<file path="src/rtl/pmp_pkg.sv">
// Shared definitions for the PMP address decoder and the sequential PMP checker.
package pmp_pkg;

    localparam logic [1:0] PMP_A_OFF   = 2'b00;
    localparam logic [1:0] PMP_A_TOR   = 2'b01;
    localparam logic [1:0] PMP_A_NA4   = 2'b10;
    localparam logic [1:0] PMP_A_NAPOT = 2'b11;

    localparam logic [1:0] PRIV_U = 2'b00;
    localparam logic [1:0] PRIV_S = 2'b01;
    localparam logic [1:0] PRIV_M = 2'b11;

    typedef enum logic [1:0] {
        IDLE = 2'd0,
        SCAN = 2'd1,
        DONE = 2'd2
    } pmp_seq_state_t;

endpackage

</file>
<file path="src/rtl/pmpadrdec.sv">
// Single PMP entry address decoder: TOR, NA4 and NAPOT matching plus the
// "address >= pmpaddr" term that serves as the next entry's TOR lower bound.
module pmpadrdec
    import pmp_pkg::*;
#(
    parameter int PA_BITS = 56
) (
    input  logic [PA_BITS-1:0] PhysicalAddress,
    input  logic [1:0]         Size,
    input  logic [7:0]         PMPCfg,
    input  logic [PA_BITS-3:0] PMPAdr,
    input  logic               PAgePMPAdrIn,
    output logic               PAgePMPAdrOut,
    output logic               Match,
    output logic               Active,
    output logic               L,
    output logic               X,
    output logic               W,
    output logic               R
);

    localparam logic [PA_BITS-3:0] ADR_ONE = {{(PA_BITS-3){1'b0}}, 1'b1};

    logic [1:0]         w_adrMode;
    logic [PA_BITS-1:0] w_base;
    logic [PA_BITS-3:0] w_adrPlusOne;
    logic [PA_BITS-1:0] w_mask;
    logic               w_belowAdr;
    logic               w_regionMatch;
    logic               w_unusedCfg;

    assign w_adrMode    = PMPCfg[4:3];
    assign w_base       = {PMPAdr, 2'b00};
    assign w_adrPlusOne = PMPAdr + ADR_ONE;
    assign w_belowAdr   = PhysicalAddress < w_base;
    assign w_unusedCfg  = ^PMPCfg[6:5];

    // NAPOT: trailing ones of pmpaddr plus the two implied low bits form the
    // don't-care mask; NA4 is a fixed 4-byte granule.
    assign w_mask = (w_adrMode == PMP_A_NA4) ? {{(PA_BITS-2){1'b0}}, 2'b11}
                                             : {PMPAdr ^ w_adrPlusOne, 2'b11};
    assign w_regionMatch = ((PhysicalAddress ^ w_base) & ~w_mask) == '0;

    assign PAgePMPAdrOut = ~w_belowAdr;
    assign Active        = w_adrMode != PMP_A_OFF;
    assign L             = PMPCfg[7];
    assign X             = PMPCfg[2];
    assign W             = PMPCfg[1];
    assign R             = PMPCfg[0];

    // An NA4 granule cannot contain an access wider than 4 bytes.
    always_comb begin
        Match = 1'b0;
        case (w_adrMode)
            PMP_A_TOR:   Match = PAgePMPAdrIn & w_belowAdr;
            PMP_A_NA4:   Match = w_regionMatch & (Size != 2'b11);
            PMP_A_NAPOT: Match = w_regionMatch;
            default:     Match = 1'b0;
        endcase
    end

endmodule

</file>
<file path="config.mk">
export PLATFORM = sky130hd
export DESIGN_NAME = pmpadrdec
export DESIGN_NICKNAME = d
export VERILOG_FILES = /design/src/rtl/pmp_pkg.sv /design/src/rtl/pmpadrdec.sv
export SDC_FILE = /design/constraint.sdc
export NUM_CORES = 1
export LEC_CHECK = 0
export ABC_AREA = 0
export BUFFER_PORTS_ARGS = -buffer_cell sky130_fd_sc_hd__buf_4
export CORE_MARGIN = 1.5
export CORE_UTILIZATION = 43
export DETAILED_ROUTE_END_ITERATION = 8
export PLACE_DENSITY = 0.89
export REMOVE_ABC_BUFFERS = 1
export SLEW_MARGIN = 20
export SYNTH_ARGS = -nofsm -noshare
export SYNTH_HDL_FRONTEND = slang
export SYNTH_SLANG_ARGS = --single-unit
</file>
<file path="constraint.sdc">
create_clock -name vclk -period 2.2
set_input_delay 0.11 -clock vclk [all_inputs]
set_output_delay 0.11 -clock vclk [all_outputs]
set_load 0.1 [all_outputs]
</file>
==> key figures <==
Die
  – CORE AREA: 0.005107 mm^2
  – Chip width: 75.67 um
  – Die ar.: roughly 0.0057 mm^2
  – Die height: 75.67 um
  – Starting Density: 0.4446
  – # rows: 26
  – # IOs: 128

Timing
  – Slew @ Worst Pin: 0.4075 ns
  – Final worst path period need: 2.704 ns
  – Final slew viol count: 0
  – Final worst setup slack: -0.5043 ns
  – Period utilization: 1.229
  – Relative slew slack: 0.7258
  – Achievable Freq: 369.8 MHz
  – Unrepaired setup endpoints after global routing: yes
  – Hold Fails Final Rpt: 0
  – Setup-failing EPs final: 2

GRT
  – GR Util met2: 0.6891
  – Met1 usage: 0.3672
  – GRT Total Usage: 0.3489
  – Grt ovf: 0
  – Largest net degree at the start of global routing: 8
  – Global route hottest layer: met2
  – Initial antenna violation count: 0
  – Vias in the first global route: 3822
  – First-pass GRT wire length: 15830 um
  – Met3 GRT Util: 0.03307

Setup path
  – CP Data Arrival Time: 2.59 ns
  – Largest delay share family, worst path: simple AND/OR/NAND/NOR gates
  – Crit path required time: 2.09 ns
  – CP Launch Type: input pin
  – Slowest-stage cell, CP: or4_4
  – CP bufs+invs: 3
  – Critical Path Source: PMPCfg[3]
  – Crit-path cells: buf_4, nand2b_2, and4_4, buf_4, a41oi_1, or4_4, or4_4, nor4_4, o2111ai_2, o31ai_2, buf_6
  – Crit-path max cell delay: 0.45 ns
  – Critical path capture point type: primary output
  – Critical path class: input pin to primary output
  – Crit-path max FO: 4

Synth
  – Yosys warning count: 0
  – Share of the synthesized area in the top cell type: 0.3085
  – Yosys top cell by area: ha_1
  – Synth top area cells: ha_1 31%, inv_1 9.3%, a21o_1 7.9%, a21oi_1 6.2%, nand4_1 5.8%
  – Unique masters post-synth: 45
  – Mapped Area: 0.002271 mm^2
  – Syn avg cell area: 6.966 um^2
  – Post-synthesis sequential area ratio: 0
  – Synth Instances: 326

Layout
  – Nets: 724
  – Clock buffer count: 0
  – Final instance count without filler cells: 615
  – Final instance area: 0.004192 mm^2
  – Layout cell share with drive strength beyond 1: 0.4697
  – Antenna fix cells: 0
  – Seq_cells: 0
  – Sequential cell area: 0 um^2
  – Area Growth Syn to Fin: 84.57%

Pwr
  – PwrDens: about 210 mW/mm^2
  – PnR Total Power: 888.8 uW
  – Leakage power: about 0.0024 uW
  – Peak supply drop: 194.7 uV

Routing
  – Post-DR wirelength/cell: 17.80 um
  – Initial DRT Pass Iterations: 7
  – DRC viols: 1
  – DR iter-0 viols: 360
  – DR vias: 3723
  – Post-route antenna net violation count: 0
  – Avg Vias per Cell: 6.054
  – Detailed Route WL: 10950 um

Place
  – Area post-placement: 0.003970 mm^2
  – Gpl congestion: 1.097
  – Dpl cells: 609
  – Dpl hpwl: 8655 um
  – Buffers on Ports: between 100 and 150

Run status
  – Violated checks: design-rule violations, negative setup slack
  – Status: finished with violations

Worst hold path
  – Worst Hold Launch: PMPCfg[0]
  – Min-Delay Path Class: input pin to primary output

Flow run
  – Max cap viols: 0

Clock tree
  – Hold buffer count at cts: 0
==> layer usage <==
metal,share of wire,wire [um]
met1,0.35,3819
met2,0.52,5663
met4,0.057,621
met5,0,0
met3,0.077,844
==> cell usage after synthesis (3+ instances only) <==
master / number
a21o_1: 24
buf_4: 4
nor3_1: 10
nor2_1: 15
a41oi_1: 9
a31oi_1: 18
nand3_1: 8
clkbuf_1: 3
a2111oi_0: 3
and3_1: 5
or4_1: 3
nor4_1: 8
nand4_1: 21
and2_1: 5
o21ai_0: 8
or3_1: 3
ha_1: 56
and4_1: 9
inv_1: 56
a21oi_1: 28
nand2_1: 4
==> per-stage QoR <==
step	utilization	setup WS (ns)	hold slack (ns)	TNS, ns
after floorplan	-	-3.086	0.2200	-4.330
after global placement	0.7773	-0.4885	0.2210	-0.5334
after detailed placement	0.7773	-0.5872	0.2210	-0.8004
after CTS	0.7874	-0.5126	0.2210	-0.7313
after global routing	0.8207	-0.5880	0.2206	-0.6838
final	0.8207	-0.5043	0.2207	-0.5378
==> layout by cell type, fill, tap and decap left out, types with 3 or more instances in the layout <==
master / count
a21o_1: 24
a21oi_1: 26
a31oi_1: 18
a41oi_1: 9
and2_1: 5
and3_1: 3
and4_1: 7
buf_4: 224
buf_6: 4
ha_1: 54
inv_1: 55
nand2_1: 4
nand3_1: 8
nand4_1: 21
nor2_1: 15
nor3_1: 8
nor4_1: 6
nor4_4: 3
o21ai_0: 4
o21ai_1: 3
or4_4: 3
==> path summary, 6_finish.rpt <==
check / to / slack (ns) / depth (start not counted)
hold / removal: R / 0.22 / 0
setup / recovery: Match / -0.50 / 11
==> report_power, final <==
part           leakage (uW)  switching (uW)  internal (uW)
clock                     0               0              0
combinational       0.00237             414            475
sequential                0               0              0
total               0.00237             414            475
==> repair_timing <==
action                                  in CTS  in global routing
setup buffers                                1                  5
gates resized for setup                      9                 32
endpoints found under the setup margin       2                  2
pin swaps                                    8                 14
==> final cells by class <==
class                           instances  area, um^2
Tap cell                               70       87.58
Inverter                               57       216.5
Multi-Input combinational cell        259        2141
Fill cell                             326       915.9
Timing Repair Buffer                  229        1747
==> cell families after synthesis <==
group                      after synthesis  share of synthesized area
adders and majority gates               56                     0.3085
AOI/OAI and AO/OA                      103                     0.3019
xor gates and xnor gates                 1                   0.003857
buffers and inverters                   67                     0.1218
and+or+nand+nor                         99                     0.2639
Note: power is estimated with default switching activity, not from simulation.
